`src/rtl/filter_pkg.sv`:
```
`default_nettype none
// ============================================================================
// Module      : filter_pkg
// Description : Shared state encoding and parameter-select constants for the
//               masked 2D weighted-order-statistics filter control path.
// Revision    : 1.0 - initial release
// ============================================================================
package filter_pkg;

  // Sequencer states
  typedef enum logic [2:0] {
    ST_IDLE   = 3'd0,
    ST_CONFIG = 3'd1,
    ST_ARMED  = 3'd2,
    ST_RUN    = 3'd3,
    ST_DONE   = 3'd4
  } state_t;

  // Parameter block register selects, also the config word order
  localparam logic [1:0] SEL_N = 2'b00;
  localparam logic [1:0] SEL_H = 2'b01;
  localparam logic [1:0] SEL_W = 2'b10;
  localparam logic [1:0] SEL_R = 2'b11;

endpackage
`default_nettype wire

```
`src/rtl/raster_counter.sv`:
```
`default_nettype none
// ============================================================================
// Module      : raster_counter
// Description : Row/column position of the pixel being accepted in a
//               raster-scan frame. Column wraps at w-1, row at h-1; last is
//               high while positioned on pixel (h-1, w-1).
// Revision    : 1.0 - initial release
// ============================================================================
module raster_counter
  import filter_pkg::*;
#(
  parameter int INPUT_SIZE = 8
) (
  input  logic                  clk,
  input  logic                  rst_n,
  input  logic                  clear,
  input  logic                  advance,
  input  logic [INPUT_SIZE-1:0] h,
  input  logic [INPUT_SIZE-1:0] w,
  output logic [INPUT_SIZE-1:0] row,
  output logic [INPUT_SIZE-1:0] col,
  output logic                  last
);

  localparam logic [INPUT_SIZE-1:0] ONE = 1;

  logic w_col_end;
  logic w_row_end;

  // Wrap points come from the frame size, never from counter overflow
  assign w_col_end = (col == (w - ONE));
  assign w_row_end = (row == (h - ONE));
  assign last      = w_col_end & w_row_end;

  // Advance position once per accepted pixel, restart on frame start
  always_ff @(posedge clk or negedge rst_n) begin
    if (!rst_n) begin
      row <= '0;
      col <= '0;
    end else if (clear) begin
      row <= '0;
      col <= '0;
    end else if (advance) begin
      if (w_col_end) begin
        col <= '0;
        row <= w_row_end ? '0 : (row + ONE);
      end else begin
        col <= col + ONE;
      end
    end
  end

endmodule
`default_nettype wire

```
`src/rtl/filter_sequencer.sv`:
```
`default_nettype none
// ============================================================================
// Module      : filter_sequencer
// Description : Loads n/h/w/r into the parameter block, validates them on
//               start, then sequences one raster frame of pixels and flags
//               each pixel that completes a (2r+1)x(2r+1) window.
// Revision    : 1.0 - initial release
// ============================================================================
module filter_sequencer
  import filter_pkg::*;
#(
  parameter int INPUT_SIZE = 8
) (
  input  logic                  clk,
  input  logic                  rst_n,
  input  logic                  cfg_valid,
  input  logic [INPUT_SIZE-1:0] cfg_data,
  output logic                  cfg_ready,
  output logic [1:0]            par_sel,
  output logic                  par_wen,
  output logic [INPUT_SIZE-1:0] par_data,
  input  logic [INPUT_SIZE-1:0] h,
  input  logic [INPUT_SIZE-1:0] w,
  input  logic [INPUT_SIZE-1:0] r,
  input  logic                  start,
  input  logic                  pix_valid,
  output logic                  pix_ready,
  output logic                  win_valid,
  output logic [INPUT_SIZE-1:0] ctr_row,
  output logic [INPUT_SIZE-1:0] ctr_col,
  output logic                  frame_done,
  output logic                  cfg_err,
  output logic                  busy
);

  state_t                  state;
  logic [1:0]              cfg_idx;

  logic                    w_cfg_hs;
  logic                    w_pix_hs;
  logic [INPUT_SIZE:0]     w_two_r;
  logic                    w_params_bad;
  logic                    w_win_hit;
  logic                    w_run_go;
  logic [INPUT_SIZE-1:0]   w_row;
  logic [INPUT_SIZE-1:0]   w_col;
  logic                    w_last;

  // Config is accepted everywhere except RUN/DONE; gating with rst_n keeps
  // every output low while reset is held
  assign cfg_ready = rst_n & ((state == ST_IDLE) | (state == ST_CONFIG) |
                              (state == ST_ARMED));
  assign pix_ready = (state == ST_RUN);
  assign busy      = (state == ST_CONFIG) | (state == ST_RUN);

  assign w_cfg_hs  = cfg_valid & cfg_ready;
  assign w_pix_hs  = pix_valid & pix_ready;

  // Word 0 (n) is written from IDLE/ARMED, later words use the running index
  assign par_wen   = w_cfg_hs;
  assign par_sel   = (state == ST_CONFIG) ? cfg_idx : SEL_N;
  assign par_data  = w_cfg_hs ? cfg_data : '0;

  // 2r carries one extra bit so r >= 128 cannot alias to a small value
  assign w_two_r      = {r, 1'b0};
  assign w_params_bad = (h == '0) | (w == '0) |
                        (w_two_r >= {1'b0, h}) | (w_two_r >= {1'b0, w});
  assign w_win_hit    = ({1'b0, w_row} >= w_two_r) & ({1'b0, w_col} >= w_two_r);

  // Config handshake in ARMED takes priority over start
  assign w_run_go = (state == ST_ARMED) & ~w_cfg_hs & start & ~w_params_bad;

  raster_counter #(
    .INPUT_SIZE (INPUT_SIZE)
  ) u_raster (
    .clk     (clk),
    .rst_n   (rst_n),
    .clear   (w_run_go),
    .advance (w_pix_hs),
    .h       (h),
    .w       (w),
    .row     (w_row),
    .col     (w_col),
    .last    (w_last)
  );

  // Control FSM with registered window/frame/error outputs
  always_ff @(posedge clk or negedge rst_n) begin
    if (!rst_n) begin
      state      <= ST_IDLE;
      cfg_idx    <= 2'd0;
      win_valid  <= 1'b0;
      ctr_row    <= '0;
      ctr_col    <= '0;
      frame_done <= 1'b0;
      cfg_err    <= 1'b0;
    end else begin
      win_valid  <= 1'b0;
      frame_done <= 1'b0;
      case (state)
        ST_IDLE: begin
          if (w_cfg_hs) begin
            cfg_idx <= SEL_H;
            state   <= ST_CONFIG;
          end
        end
        ST_CONFIG: begin
          if (w_cfg_hs) begin
            if (cfg_idx == SEL_R) begin
              cfg_idx <= 2'd0;
              state   <= ST_ARMED;
            end else begin
              cfg_idx <= cfg_idx + 2'd1;
            end
          end
        end
        ST_ARMED: begin
          if (w_cfg_hs) begin
            cfg_idx <= SEL_H;
            state   <= ST_CONFIG;
          end else if (start) begin
            if (w_params_bad) begin
              cfg_err <= 1'b1;
            end else begin
              cfg_err <= 1'b0;
              state   <= ST_RUN;
            end
          end
        end
        ST_RUN: begin
          if (w_pix_hs) begin
            win_valid <= w_win_hit;
            if (w_win_hit) begin
              ctr_row <= w_row - r;
              ctr_col <= w_col - r;
            end
            if (w_last) begin
              frame_done <= 1'b1;
              state      <= ST_DONE;
            end
          end
        end
        ST_DONE: begin
          state <= ST_ARMED;
        end
        default: begin
          state <= ST_IDLE;
        end
      endcase
    end
  end

endmodule
`default_nettype wire

```
`config.mk`:
```
export PLATFORM = sky130hd
export DESIGN_NAME = filter_sequencer
export DESIGN_NICKNAME = d
export VERILOG_FILES = /design/src/rtl/filter_pkg.sv /design/src/rtl/raster_counter.sv /design/src/rtl/filter_sequencer.sv
export SDC_FILE = /design/constraint.sdc
export NUM_CORES = 1
export LEC_CHECK = 0
export ABC_AREA = 1
export CAP_MARGIN = 30
export CORE_UTILIZATION = 45
export CTS_CLUSTER_SIZE = 25
export DETAILED_ROUTE_END_ITERATION = 16
export PLACE_DENSITY = 0.69
export SYNTH_ARGS = -nofsm -noshare
export SYNTH_HDL_FRONTEND = slang
export SYNTH_SLANG_ARGS = --single-unit
```
`constraint.sdc`:
```
create_clock -name clk -period 4.3 [get_ports clk]
set_clock_uncertainty 0.15 [all_clocks]
set_input_delay 0.43 -clock clk [delete_from_list [all_inputs] [get_ports clk]]
set_output_delay 0.43 -clock clk [all_outputs]
set_load 0.05 [all_outputs]
```
==> key figures, run 1 <==
Cells and area
  • N_diodes: 0
  • Ratio of cells with drive above 1 in the final layout: 6.902%
  • Area added between synthesis and finish: 21.13%
  • Final nets: 768
  • Non-filler cells, final: 789
  • Final Core Density: 57.02%

Synth
  • Synthesized area per cell: 6.751 um^2
  • Ys Warns: 0
  • Post-Syn Instances: 614
  • Sequential area share after synthesis: 24.15%
  • Post-synth net total: 702
  • Netlist cell types: 37
  • Synthesized area: 0.004145 mm^2
  • Yosys reg bits: 40

Global routing
  • Initial antenna violation count: 0
  • GRT Residual Overflow: 0
  • GRT Util Overall: 24.11%
  • First-pass GRT wire length: 18,890 um
  • Number of global-route vias before repair: 4,001
  • Pin count of the biggest net entering global routing: 41

STA
  • Worst slew pin tran: 1.051 ns
  • Post-layout minimum cycle time: 3.396 ns
  • Worst slew margin: 29.80%
  • Final Hold Viols: 0
  • RSZ-0062 raised after global routing: false
  • Fmax: 294.4 MHz
  • Crit share post-route: 78.99%
  • Setup TNS: 0 ns
  • Final setup fails: 0
  • Final Slew Violations: 0

Clock network
  • Post-CTS sizing: 0
  • CTS clk-pin slew, worst paths: 0.09 ns
  • CTS Buf Count: 5
  • Post-CTS setup buffer count: 0
  • Latest clock arrival within the worst-skew pair: 0.29 ns
  • Clk sink count: 40
  • CTS Hold Buffers Added: 0
  • CTS tree: done
  • H-Tree Depth: 2
  • Worst-case clock buffer depth: 2
  • Root Buffer: clkbuf_8

Power and ir drop
  • Peak supply drop: 408.4 uV
  • Power Density: 417.7 mW/mm^2
  • Pleak: 0.002629 uW

Setup path
  • CP startpoint kind: input pin
  • Crit path max fanout: 17
  • Crit path kind: in2reg
  • CP Capture Type: flip-flop
  • Arrival time worst endpoint: 3.43 ns
  • Worst EP required: 4.34 ns

Die
  • Die Span Y: 97.98 um
  • IO Pins: 70
  • Core area: 0.008806 mm^2
  • Die area: 0.009599 mm^2
  • Num rows: 34
  • Initial Utilization: 47.07%
  • Die W: 97.98 um

Routing
  • Drt pass-1 iters: 12
  • WL per Instance: 13.80 um
  • DR vias/cell: 5.175
  • # DRC: 2
  • Drt total wl: 10,890 um
  • Routed Antenna Nets: 0
  • Initial DRC count: 230
  • Via count: 4,083

Placement
  • DP HPWL: 8694 um
  • Post-Place Cells: 781
  • Routability cong.: 0.8791
  • Port buffer count: 69

Run status
  • Status: finished, violations left
  • Failing checks: DRC

Min path
  • Hold/Removal Path Class: in2async

Run
  • Max cap viols: 0
==> layout by cell type, fill, tap and decap left out, types with 2 or more instances in the layout <==
| cell | instances |
|---|---|
| o21ai_2 | 5 |
| inv_1 | 78 |
| xnor2_1 | 10 |
| nand2_4 | 2 |
| ha_1 | 49 |
| a21oi_1 | 23 |
| inv_2 | 10 |
| dfrtp_1 | 40 |
| nor2_1 | 67 |
| nand2_1 | 178 |
| o21a_1 | 3 |
| clkbuf_8 | 5 |
| nor2_2 | 7 |
| nand4_1 | 30 |
| nand3b_1 | 3 |
| clkdlybuf4s50_1 | 68 |
| o21ai_0 | 22 |
| nor3_1 | 4 |
| xor2_1 | 21 |
| nand3_1 | 31 |
| fa_1 | 2 |
| nand2_2 | 5 |
==> metrics by stage <==
step	instance area [um^2]	setup slack [ns]	hold slack [ns]	total power, uW
after detailed placement	4906	0.6170	0.3129	1775
after CTS	5021	0.9223	0.1270	2103
final	5021	0.9036	0.1046	2097
after global routing	5021	0.6139	0.1487	2285
after global placement	4906	0.7881	0.3127	1756
after floorplan	4145	1.576	-0.01559	1431
==> cells by family (layout without fill, tap and decap cells) <==
| family | count (synthesis) | after routing | share of synthesized area [%] |
|---|---|---|---|
| adders and majority gates | 51 | 51 | 15.76 |
| buffers and inverters | 100 | 167 | 9.719 |
| AOI/OAI and AO/OA | 60 | 60 | 8.663 |
| and+or+nand+nor | 332 | 332 | 35.16 |
| xor gates and xnor gates | 31 | 31 | 6.550 |
| DFF | 40 | 40 | 24.15 |
==> routing by layer <==
metal / GRT usage (%) / vias to the layer above / share of wire [%]
met2: 41.60 / 78 / 49
met4: 4.779 / 0 / 1.2
met3: 3.150 / 15 / 3.8
li1: - / 2108 / -
met5: 0 / - / 0
met1: 32.26 / 1882 / 46
==> state kept, by name, indices dropped and copies added, names as in the netlist <==
register and count:
state 3, frame_done 1, cfg_err 1, u_raster.col 8, ctr_row 8, u_raster.row 8, ctr_col 8, win_valid 1
cfg_idx 2
==> path summary, 6_finish.rpt <==
kind | from | endpoint | slack, ns | cells after the start
setup / recovery | r[1] | ctr_row[7] | 0.90 | 8
hold / removal | rst_n | u_raster.col[6] | 0.10 | 2
setup reg to reg | u_raster.row[4] | ctr_row[7] | 1.37 | 6
hold reg to reg | ctr_row[1] | ctr_row[1] | 0.33 | 2
max in group asynchronous | rst_n | u_raster.row[5] | 3.51 | 2
min in group clk | ctr_row[1] | ctr_row[1] | 0.33 | 2
==> synth_stat cells <==
library cell | n | share of area, %
o21ai_0 | 22 | 2.7
buf_2 | 8 | 0.97
clkinv_2 | 1 | 0.12
xnor2_1 | 10 | 2.1
o311ai_2 | 1 | 0.39
a21oi_1 | 23 | 2.8
o21ai_2 | 5 | 1.1
clkbuf_2 | 1 | 0.12
a21oi_2 | 1 | 0.21
nand2_2 | 5 | 0.75
or2_0 | 1 | 0.15
nand2_1 | 178 | 16
o21a_1 | 3 | 0.54
a22oi_1 | 1 | 0.18
nor2_4 | 1 | 0.27
nand4_1 | 30 | 4.5
nand3_1 | 31 | 3.7
nand3b_1 | 3 | 0.54
buf_4 | 1 | 0.18
inv_2 | 10 | 0.91
dfrtp_1 | 40 | 24
a21o_1 | 1 | 0.18
nor2_2 | 7 | 1.1
nand2_4 | 2 | 0.54
xor2_1 | 21 | 4.4
nor3_2 | 1 | 0.24
o2111ai_2 | 1 | 0.36
inv_1 | 78 | 7.1
nor3_1 | 4 | 0.48
nand3_4 | 1 | 0.42
buf_8 | 1 | 0.36
o31ai_1 | 1 | 0.18
fa_1 | 2 | 0.97
ha_1 | 49 | 15
nand3_2 | 1 | 0.24
nor2_1 | 67 | 6.1
o21ai_1 | 1 | 0.12
==> power by group <==
group / switching (uW) / internal [uW] / leakage, uW
Combinational: 770 / 431 / 0.00204
Clock: 146 / 175 / 0.0000548
Sequential: 119 / 456 / 0.000530
Total: 1040 / 1060 / 0.00263
==> area by class of cell <==
cell class                 count  area, um^2
multi-input combinational    474        2741
timing repair buffer          70       693.2
inverter                      89       335.3
sequential                    40        1001
tap                          108       135.1
fill                         849        3785
clock inverter                 3       46.29
clock buffer                   5       68.82
==> worst max-delay path, cell delays in order <==
cell and delay [ns]:
clkdlybuf4s50_1 0.69, inv_1 0.19, ha_1 0.34, nand4_1 0.13
o311ai_2 0.87, nand3_2 0.51, nand2_1 0.19, nand2_1 0.06
Power figures use the tool's default switching activity.
==> run 2, diff against run 1 <==
--- a/config.mk
+++ b/config.mk
@@ -10,7 +10,7 @@
 export CORE_UTILIZATION = 45
 export CTS_CLUSTER_SIZE = 25
 export DETAILED_ROUTE_END_ITERATION = 16
-export PLACE_DENSITY = 0.69
+export PLACE_DENSITY = 0.72
 export SYNTH_ARGS = -nofsm -noshare
 export SYNTH_HDL_FRONTEND = slang
 export SYNTH_SLANG_ARGS = --single-unit
==> constraint.sdc (replaced) <==
create_clock -name clk -period 2.95 [get_ports clk]
set_clock_uncertainty 0.15 [all_clocks]
set_input_delay 0.295 -clock clk [delete_from_list [all_inputs] [get_ports clk]]
set_output_delay 0.295 -clock clk [all_outputs]
set_load 0.05 [all_outputs]
==> run 2 against run 1 <==
Compared with the run above:
- the flow still finishes with violations (DRC)
- worst setup slack worse by 0.54 ns
- hold slack gained 0.22 ns
- critical path depth is 2 lower
- register-to-register slack lost 0.72 ns
- die area unchanged
- final cell count is 0.89% higher
- sequential share of layout area decreased by 0.53 points
- critical path type is now reg2out
- critical endpoint is now par_sel[0]
- largest power group unchanged
==> key figures, run 2 (synthesis gave the netlist of run 1 again) <==
Cells and area
  • Register area: 0.001001 mm^2
  • Final nets: 775
  • Area added between synthesis and finish: 24.45%
  • Layout fillers: 842
  • N_diodes: 0
  • Commonest non-fill, non-tap cell in the layout: nand2_1
  • Final Core Density: 58.58%
  • Ratio of cells with drive above 1 in the final layout: 8.866%
  • Most frequent cells in the layout: 178 x nand2_1, 78 x inv_1, 67 x nor2_1
  • Multi-input gate area: 0.002741 mm^2

Clock network
  • CTS Buf Count: 5
  • H-Tree Depth: 2
  • CTS tree: done
  • Clk sink count: 40
  • Worst-case clock buffer depth: 2
  • CTS clk-pin slew, worst paths: 0.08 ns
  • Root Buffer: clkbuf_8
  • Latest clock arrival within the worst-skew pair: 0.29 ns
  • Post-CTS setup buffer count: 0
  • Post-CTS sizing: 0

Min path
  • Hold/Removal Path Class: reg2reg

Routing
  • Drt total wl: 11,310 um
  • Initial DRC count: 210
  • WL per Instance: 14.21 um
  • DR vias/cell: 5.171
  • Drt pass-1 iters: 11
  • # DRC: 3
  • Via count: 4,116
  • Routed Antenna Nets: 0

Placement
  • Routability cong.: 0.8923
  • Port buffer count: 69
  • DP HPWL: 9097 um

STA
  • Final setup fails: 0
  • Post-layout minimum cycle time: 2.589 ns
  • Final Slew Violations: 0
  • Fmax: 386.3 MHz
  • Final Hold Viols: 0
  • RSZ-0062 raised after global routing: false
  • Crit share post-route: 87.76%
  • Worst slew pin tran: 0.5217 ns
  • Setup TNS: 0 ns
  • Worst slew margin: 65.11%

Setup path
  • CP startpoint kind: flip-flop
  • CP Capture Type: output port
  • Crit path kind: reg2out
  • Arrival time worst endpoint: 2.14 ns
  • Worst EP required: 2.51 ns
  • Crit path max fanout: 6

Global routing
  • First-pass GRT wire length: 19,170 um
  • Initial antenna violation count: 0
  • Pin count of the biggest net entering global routing: 41
  • GRT Util Overall: 24.70%
  • Number of global-route vias before repair: 4,073
  • GRT Residual Overflow: 0

Die
  • Initial Utilization: 47.07%
  • Num rows: 34
  • IO Pins: 70
  • Core area: 0.008806 mm^2
  • Die W: 97.98 um
  • Die Span Y: 97.98 um
  • Die area: 0.009599 mm^2

Power and ir drop
  • Peak supply drop: 607.7 uV
  • Power Density: 599.1 mW/mm^2
  • Pleak: 0.002708 uW

Run status
  • Failing checks: DRC
  • Status: finished, violations left

Run
  • Max cap viols: 0
run 2: changes by cell type in the layout (fill, tap and decap cells not counted), sizes merged:
cell	delta
buf	+15
dlygate4sd3	+1
clkdlybuf4s50	-9
clkinvlp	-1
clkbuf	+1
inv	-1
clkinv	+1
run 2: routing by layer:
| metal | track usage (%) | share of wire [%] | vias to the layer above |
|---|---|---|---|
| met5 | 0 | 0 | - |
| met2 | 43.99 | 50 | 96 |
| met1 | 31.12 | 45 | 1877 |
| met4 | 7.110 | 1.9 | 0 |
| li1 | - | - | 2121 |
| met3 | 3.150 | 3.1 | 22 |
run 2: worst paths after layout:
kind	end	cells after the start	slack [ns]	from
worst max-delay path	par_sel[0]	6	0.36	state[2]
worst min-delay path	ctr_row[4]	2	0.32	ctr_row[4]
worst max register to register	u_raster.row[7]	11	0.65	state[2]
worst min register to register	ctr_row[4]	2	0.32	ctr_row[4]
max in group asynchronous	u_raster.row[7]	3	1.82	rst_n
min in group asynchronous	u_raster.col[4]	3	0.45	rst_n
run 2: final cells by class:
type                    count  area share (%)
multi-input cells         474           53.14
flip-flops and latches     40           19.40
repair buffers             77           16.25
inverters                  89           6.500
well taps                 108           2.619
clock buffers               6           1.407
clock inverters             2          0.6791
run 2: metrics by stage:
| stage | power (uW) | area, um^2 | setup WS [ns] | std cells | hold WS (ns) |
|---|---|---|---|---|---|
| after global placement | 2611 | 5041 | 0.1559 | 787 | 0.2563 |
| final | 3090 | 5159 | 0.3610 | 796 | 0.3214 |
| after detailed placement | 2647 | 5041 | 0.06214 | 787 | 0.2663 |
| after CTS | 3104 | 5159 | 0.3510 | 796 | 0.3269 |
| after floorplan | 2086 | 4145 | 0.3613 | 614 | -0.1506 |
| after global routing | 3353 | 5159 | 0.1716 | 796 | 0.3525 |
run 2: timing repair:
item                                   in CTS  in global routing
hold buffers                                1                  0
endpoints found under the hold margin      40                  0
setup endpoints to repair                   0                  0
run 2: critical path, stage by stage, from the launching register on:
cell,delay (ns)
dfrtp_1,0.45
nor2_1,0.15
inv_2,0.06
nor2_1,0.17
inv_1,0.09
nor2_1,0.11
clkdlybuf4s50_1,0.81
run 2: where the power goes:
part           total [uW]  switching (uW)  internal, uW  leakage, uW
combinational        1810            1140           669      0.00212
clock                 450             199           251    0.0000552
sequential            830             165           665     0.000530
total                3090            1510          1590      0.00271
